<file path="config.mk">
export PLATFORM = sky130hd
export DESIGN_NAME = urp_pcie_rx_tlp_router
export DESIGN_NICKNAME = d
export VERILOG_FILES = /design/src/rtl/urp_pcie_rx_tlp_router.sv
export SDC_FILE = /design/constraint.sdc
export NUM_CORES = 2
export LEC_CHECK = 0
export CORE_ASPECT_RATIO = 0.5
export CORE_MARGIN = 1
export CORE_UTILIZATION = 50
export DETAILED_ROUTE_END_ITERATION = 7
export PLACE_DENSITY_LB_ADDON = 0.15
export SLEW_MARGIN = 20
export SYNTH_ARGS = -nofsm -noshare
export SYNTH_HDL_FRONTEND = slang
export SYNTH_SLANG_ARGS = --single-unit
</file>
<file path="constraint.sdc">
create_clock -name clk -period 18.9 [get_ports clk]
set_input_delay 1.89 -clock clk [delete_from_list [all_inputs] [get_ports clk]]
set_output_delay 1.89 -clock clk [all_outputs]
set_load 0.05 [all_outputs]
</file>
<file path="src/rtl/urp_pcie_rx_tlp_router.sv">
// RX TLP router: steers whole TLPs into per-traffic-class channel FIFOs and drains them round-robin
// into a registered header-decode stage. Define URP_RX_TLP_DROP_UNSUP_EN to drop and count unsupported types.
module urp_pcie_rx_tlp_router #(
   parameter int unsigned PAYLOAD_W = 128,
   parameter int unsigned N_CH      = 2,
   parameter int unsigned DEPTH_LG2 = 2,
   localparam int unsigned TLP_W    = 96 + PAYLOAD_W,
   localparam int unsigned CH_W     = (N_CH > 1) ? $clog2(N_CH) : 1
) (
   input  logic                 clk,
   input  logic                 rst_n,
   input  logic [TLP_W-1:0]     s_tlp_i,
   input  logic                 s_valid_i,
   output logic                 s_ready_o,
   output logic                 m_valid_o,
   input  logic                 m_ready_i,
   output logic [CH_W-1:0]      m_ch_o,
   output logic [2:0]           m_fmt_o,
   output logic [4:0]           m_type_o,
   output logic [2:0]           m_tc_o,
   output logic [9:0]           m_length_o,
   output logic [15:0]          m_req_id_o,
   output logic [15:0]          m_cpl_id_o,
   output logic [31:0]          m_addr_o,
   output logic [PAYLOAD_W-1:0] m_payload_o,
   output logic                 m_unsup_o,
   output logic [N_CH-1:0]      ch_full_o,
   output logic [N_CH-1:0]      ch_empty_o,
   output logic [15:0]          drop_cnt_o
);

   localparam int unsigned DEPTH   = 1 << DEPTH_LG2;
   localparam int unsigned PTR_W   = DEPTH_LG2 + 1;
   localparam int unsigned DW0_LSB = TLP_W - 32;

   logic [TLP_W-1:0] fifo_mem [N_CH][DEPTH];
   logic [PTR_W-1:0] wr_ptr   [N_CH];
   logic [PTR_W-1:0] rd_ptr   [N_CH];
   logic [N_CH-1:0]  ch_full;
   logic [N_CH-1:0]  ch_empty;
   logic [2:0]       s_tc;
   logic [CH_W-1:0]  wr_ch;
   logic             wr_en;
   logic [CH_W-1:0]  rr_ptr;
   logic [CH_W-1:0]  grant;
   logic             grant_vld;
   logic             rd_en;
   logic [TLP_W-1:0] head;
   logic             head_rsvd_unused;

   function automatic logic [CH_W-1:0] ch_add(input logic [CH_W-1:0] base, input int unsigned off);
      return CH_W'((32'(base) + off) % N_CH);
   endfunction

   assign s_tc  = s_tlp_i[DW0_LSB+23 -: 3];
   assign wr_ch = CH_W'(32'(s_tc) % N_CH);

   // Pointers carry one wrap bit so full and empty are distinguishable.
   always_comb begin
      ch_full  = '0;
      ch_empty = '0;
      for (int unsigned i = 0; i < N_CH; i++) begin
         ch_empty[i] = (wr_ptr[i] == rd_ptr[i]);
         ch_full[i]  = (wr_ptr[i][PTR_W-1] != rd_ptr[i][PTR_W-1]) &&
                       (wr_ptr[i][PTR_W-2:0] == rd_ptr[i][PTR_W-2:0]);
      end
   end

   assign ch_full_o  = ch_full;
   assign ch_empty_o = ch_empty;

`ifdef URP_RX_TLP_DROP_UNSUP_EN
   logic s_unsup;

   assign s_unsup   = (s_tlp_i[DW0_LSB+28 -: 4] != 4'b0000) && (s_tlp_i[DW0_LSB+28 -: 4] != 4'b0101);
   assign s_ready_o = s_unsup || !ch_full[wr_ch];
   assign wr_en     = s_valid_i && s_ready_o && !s_unsup;
   assign m_unsup_o = 1'b0;

   // Unsupported TLPs are swallowed at the input; count them, saturating.
   always_ff @(posedge clk or negedge rst_n) begin
      if (!rst_n) begin
         drop_cnt_o <= '0;
      end else if (s_valid_i && s_unsup && (drop_cnt_o != 16'hFFFF)) begin
         drop_cnt_o <= drop_cnt_o + 16'd1;
      end
   end
`else
   assign s_ready_o  = !ch_full[wr_ch];
   assign wr_en      = s_valid_i && s_ready_o;
   assign drop_cnt_o = '0;

   always_ff @(posedge clk or negedge rst_n) begin
      if (!rst_n) begin
         m_unsup_o <= 1'b0;
      end else if (rd_en) begin
         m_unsup_o <= (head[DW0_LSB+28 -: 4] != 4'b0000) && (head[DW0_LSB+28 -: 4] != 4'b0101);
      end
   end
`endif

   // Round-robin: first non-empty channel at or after rr_ptr.
   always_comb begin
      grant     = '0;
      grant_vld = 1'b0;
      for (int unsigned i = 0; i < N_CH; i++) begin
         if (!grant_vld && !ch_empty[ch_add(rr_ptr, i)]) begin
            grant     = ch_add(rr_ptr, i);
            grant_vld = 1'b1;
         end
      end
   end

   assign rd_en            = grant_vld && (!m_valid_o || m_ready_i);
   assign head             = fifo_mem[grant][rd_ptr[grant][DEPTH_LG2-1:0]];
   assign head_rsvd_unused = ^head[DW0_LSB+10:DW0_LSB];

   always_ff @(posedge clk) begin
      if (wr_en) begin
         fifo_mem[wr_ch][wr_ptr[wr_ch][DEPTH_LG2-1:0]] <= s_tlp_i;
      end
   end

   always_ff @(posedge clk or negedge rst_n) begin
      if (!rst_n) begin
         for (int unsigned i = 0; i < N_CH; i++) begin
            wr_ptr[i] <= '0;
            rd_ptr[i] <= '0;
         end
         rr_ptr <= '0;
      end else begin
         if (wr_en) begin
            wr_ptr[wr_ch] <= wr_ptr[wr_ch] + PTR_W'(1);
         end
         if (rd_en) begin
            rd_ptr[grant] <= rd_ptr[grant] + PTR_W'(1);
            rr_ptr        <= (32'(grant) == N_CH - 1) ? '0 : grant + CH_W'(1);
         end
      end
   end

   // Output stage: load on the same edge as the FIFO pop, hold while stalled.
   always_ff @(posedge clk or negedge rst_n) begin
      if (!rst_n) begin
         m_valid_o   <= 1'b0;
         m_ch_o      <= '0;
         m_fmt_o     <= '0;
         m_type_o    <= '0;
         m_tc_o      <= '0;
         m_length_o  <= '0;
         m_req_id_o  <= '0;
         m_cpl_id_o  <= '0;
         m_addr_o    <= '0;
         m_payload_o <= '0;
      end else if (rd_en) begin
         m_valid_o   <= 1'b1;
         m_ch_o      <= grant;
         m_fmt_o     <= head[DW0_LSB+31 -: 3];
         m_type_o    <= head[DW0_LSB+28 -: 5];
         m_tc_o      <= head[DW0_LSB+23 -: 3];
         m_length_o  <= head[DW0_LSB+20 -: 10];
         m_req_id_o  <= head[TLP_W-33 -: 16];
         m_cpl_id_o  <= head[TLP_W-49 -: 16];
         m_addr_o    <= head[TLP_W-65 -: 32];
         m_payload_o <= head[PAYLOAD_W-1:0];
      end else if (m_ready_i) begin
         m_valid_o   <= 1'b0;
      end
   end

endmodule
</file>
After elaboration in Yosys (flattened, before gate mapping). Memory sizes are Yosys's and may differ from the RTL's. Index checks and enable logic that the tools add are counted.

Add/subtract/negate cells: 4. Magnitude comparators: 10. Equality and inequality tests: 7. Muxes and demuxes: 32. Bitwise operators: 4. Reductions and logical operators: 15.

Operators by type and width (number): $mux 896 (1); $mux 224 (3); $bmux 224 s2 (1); $demux 224 s2 (1); $mux 3 (8); $mux 1 (14); $bwmux 6 (2); $logic_and 1x1->1 (9); $add 3x1->3 const B (2); $demux 3 s1 (2); $eq 3x3->1 (2); $ge 3x3->1 const B (2); $lt 1x2->1 const B (3); $not 2->3 (2); $eq 2x2->1 (2); $ge 2x2->1 const B (2); $lt 2x1->1 const B (2); $ne 4x3->1 const B (1); $not 1->2 (2); $reduce_bool 4->1 (1); $logic_not 1->1 (3); $lt 3x1->1 const B (1); $add 1x1->1 const B (2); $ne 1x1->1 (2); other kinds (2) (2).

Bits in registers: 229. Bits in writable memories: 1792. Input bits: 228. Output and inout bits: 237. Memories kept: 1.

Memories: fifo_mem (depth 2, width 896, read ports 1, clocked after Yosys merged registers in 0, write ports 1, RTL line 36) `logic [TLP_W-1:0] fifo_mem [N_CH][DEPTH];`.

Longest topological paths before layout.
Depth in word-level cells: 16. Mapped depth: 12.

Worst setup path after synthesis. Ideal clock, no wire load.

Path type: input port to flip-flop. Start point: input port s_tlp_i[213]. End point: memory fifo_mem[0][224] in the netlist's numbering (enable). Arrival time: 7.515 ns. Setup slack: 10.785 ns. Stages: 4. Path buffers: 1. Path through: clkbuf_1 -> mux2i_1 -> ha_1 -> and2_1.

Cells in the longest elaborated chain, start to end: 10.

Ends and longest elaborated chain: start, declared (RTL line 12) `input logic [TLP_W-1:0] s_tlp_i,`; $not 1->2 (not written as such) (RTL line 120) `fifo_mem[wr_ch][wr_ptr[wr_ch][DEPTH_LG2-1:0]] <= s_tlp_i;`; $mux 3 (3 in series); $not 2->3 (not written as such) (RTL line 120); $ge 3x3->1 (not written as such) / $lt 3x1->1 (equally long branches) (RTL line 120); $logic_and 1x1->1 (not written as such) (RTL line 120); $mux 224 (not written as such) (RTL line 120); $demux 224 s2 (RTL line 120); $mux 896 (not written as such) (RTL line 120); end, declared (RTL line 36).

Parallel ways exist; a longest one is shown, timed or not. The select of a mux whose other input is x is not followed.

Worst setup path after layout.
Start point: input port s_tlp_i[213]. End point: output port s_ready_o.

Cells in the longest elaborated chain, start to end: 3.

Ends and longest elaborated chain: $mux 1 (not written as such) (2 in series) (RTL line 89) `assign s_ready_o = !ch_full[wr_ch];`; $logic_not 1->1 (RTL line 89); end, declared (RTL line 14) `output logic s_ready_o,`.

Every way passes these cells. The select of a mux whose other input is x is not followed.

==> out/qor.txt <==
status -> completed
Post-synth ARST share -> 11.8%
Pre-antenna DRT Iters -> 5
Avg Cell Area, Syn -> 15.9 um2
WP data arrival -> 3710 ps
violation count after the first detailed-route iteration -> 2514
Final Core Density -> 58.7%
HP Start -> m_addr_o[4]
power per cell area -> 181 nW/um2
worst setup path class -> input pin to primary output
Hold EP -> m_addr_o[4]
initial core utilization -> 50.8%
gr ovfl total -> 0
first-pass GRT wire length -> 254000 um
Worst Hold Depth -> 2
Critical Path Most Common Cell -> clkdlybuf4s50_1
Clock Latency Late Sink -> 790 ps
Worst setup SP type -> input pin
CTS buffer count -> 175
site row count -> 99
P_sw -> 0.00623 W
Synth warnings -> 0
vias per cell -> 5.72
Core Area -> 147000 um2
Hold Fails Final Rpt -> 0
cell-internal power -> 0.00941 W
Post-synth EDFFs -> 1704
fin crit period -> 5600 ps
placed cell count -> 6821
post-CTS repair timing setup buffer count -> 0
endpoints failing setup -> 0
maximum VDD drop -> 0.000350 V
synthesized flop and latch total -> 1933
Sink Count -> 1933
sequential area share after synthesis -> 76.1%
die width -> 549 um
Clock Power Share -> 22.0%
die area -> 151000 um2
Area Growth Syn to Fin -> 15.4%
Pins Over Slew Limit -> 0
Mapped Cells -> 4688
Post-CTS Resized -> 0
worst-path fanout max -> 13
static leakage -> 28.7 nW
Clock H-tree levels -> 4
final net count -> 5262
Netlist cell types -> 47
Synth Cell Area -> 74700 um2
CP required -> 17010 ps
Reg2Reg Setup Slack -> 13800 ps
# IOs -> 465
Non-Filler Instances -> 7155
CTS tree -> done
WL/cell -> 23.8 um
slowest cell delay on critical path -> 820 ps
clk_skew -> 33.2 ps
CTS root buffer -> clkbuf_16
Crit. End Element -> primary output
RSZ-0062 raised after global routing -> no
Max Root-Sink Buffers -> 4
end of the worst register-to-register path -> fifo_mem[0][103]
initial antenna violation count -> 27
Min-Delay Path Class -> register to register
fill count -> 11000
Worst Max-Slew Pin Slew -> 1120 ps
Comb power frac -> 41.4%
r2r startpoint -> rd_ptr[3]
Crit-path slowest cell -> clkdlybuf4s50_1
pin count of the biggest net entering global routing -> 190
DIE HEIGHT -> 275 um
GRT Overall Usage -> 22.4%
vias post-DR -> 40900
FF-to-FF path depth -> 7
sequential power share -> 36.6%
clock-pin slew on the worst setup and hold paths -> 60 ps
crit path cell chain -> clkdlybuf4s50_1 > mux2i_1 > clkdlybuf4s50_1
residual DRC count -> 0
most frequent cells in the layout -> edfxtp_1, a211oi_1, clkdlybuf4s50_1
routability cong. -> 0.743
vias in the first global route -> 41500
total of max-cap violations -> 0
hold_buf cts -> 0
detailed placer's ending HPWL -> 86800 um
Fmax -> 179 MHz
Tcrit/Tclk final -> 29.6%
max_slew headroom -> 25.3%
Sw Ratio -> 39.8%
share of layout cells above drive strength 1 -> 6.49%
total negative setup slack -> 0 ps
Antenna Violating Nets Remaining -> 0
top_reg_cell synth -> edfxtp_1
final wirelength -> 170000 um
Buffers on Ports -> 437
most common cell after layout, fill and taps aside -> edfxtp_1
[synthesized netlist by cell type, types with 2 or more instances]
cell      number  share of area, %
a211oi_1     631               6.3
a21oi_1      419               2.8
and2_1        10             0.084
buf_1          6             0.030
buf_2         82              0.55
buf_4         21              0.21
buf_6          8              0.12
clkbuf_1     230               1.2
dfrtp_1      229               7.7
edfxtp_1    1704                68
ha_1           5             0.084
inv_1          4             0.020
mux2_2         5             0.075
mux2i_1      430               5.8
mux4_2         3             0.090
nand2_1      219               1.1
nand3_1        2             0.013
nor2_1         8             0.040
nor2_2         2             0.017
nor2b_1      421               3.5
o21ai_0      158               1.1
o21ai_1       56              0.38
o31a_1         2             0.023
xnor2_1        4             0.047
xor2_1         7             0.082
[critical path, delay by kind of cell]
| family | cells | cell delay [ps] |
|---|---|---|
| buffers and inverters | 2 | 1570 |
| muxes | 1 | 240 |
[metrics by stage]
step	worst slack, ps	hold WS, ps	power [W]	instance area [um2]
final	13300	479	0.0156	86300
after CTS	13280	487	0.0158	86200
after floorplan	10780	460	0.0105	74800
after detailed placement	12650	472	0.0124	80700
after global placement	12700	465	0.0122	80700
after global routing	13200	506	0.0165	86200
[area by class of cell]
| type | count | area [um2] | area share, % |
|---|---|---|---|
| Sequential cell | 1933 | 56900 | 66.0 |
| Multi-Input combinational cell | 2418 | 16400 | 19.0 |
| Timing Repair Buffer | 496 | 4970 | 5.76 |
| Clock buffer | 245 | 4920 | 5.70 |
| Tap cell | 1969 | 2460 | 2.86 |
| Clock inverter | 68 | 563 | 0.653 |
| Antenna cell | 21 | 52.6 | 0.0609 |
| Inverter | 5 | 26.3 | 0.0305 |
[power by group through the flow]
| stage | clock network, W | logic [W] | registers (W) |
|---|---|---|---|
| after global placement | 0 | 0.00644 | 0.00578 |
| final | 0.00344 | 0.00648 | 0.00572 |
| after detailed placement | 0 | 0.00654 | 0.00581 |
| after floorplan | 0 | 0.00388 | 0.00658 |
| after global routing | 0.00367 | 0.00706 | 0.00578 |
| after CTS | 0.00351 | 0.00655 | 0.00573 |
[cell families (layout without fill, tap and decap cells)]
group / count (synthesis) / count (layout) / synth area share (%)
simple gates: 670 / 670 / 4.85
compound gates: 1276 / 1276 / 10.7
flops: 1933 / 1933 / 76.1
fa+ha+maj: 5 / 5 / 0.0837
xor+xnor: 13 / 13 / 0.172
buf+inv: 352 / 814 / 2.09
other cells: 1 / 37 / 0.00502
mux: 438 / 438 / 5.93
[worst max path at each step]
stage,to,cells past startpoint,slack [ps],from
3_5_place_dp,fifo_mem[0][96],5,12650,s_tlp_i[213]
6_report,s_ready_o,3,13300,s_tlp_i[213]
5_1_grt,s_ready_o,3,13200,s_tlp_i[213]
3_3_place_gp,fifo_mem[1][290],6,12700,s_tlp_i[213]
2_1_floorplan,fifo_mem[0][224],4,10780,s_tlp_i[213]
4_1_cts,s_ready_o,3,13280,s_tlp_i[213]
[layer usage]
metal  vias to the layer above  share of wire (%)  GRT usage [%]
met5                         -              0.063              0
met4                        16                2.5           6.83
met3                       263                4.0           3.46
met2                       762                 51           39.4
met1                     21000                 43           28.7
li1                      18900                  -              -
[registers in the layout, summed over array words and instances (netlist names)]
register and cells:
m_unsup_o 1, m_cpl_id_o 16, m_valid_o 1, m_fmt_o 3, m_length_o 10, m_type_o 5
wr_ptr 6, m_addr_o 32, m_tc_o 3, fifo_mem 1704, rr_ptr 1, m_req_id_o 16
rd_ptr 6, m_payload_o 128, m_ch_o 1
Power figures use the tool's default switching activity.
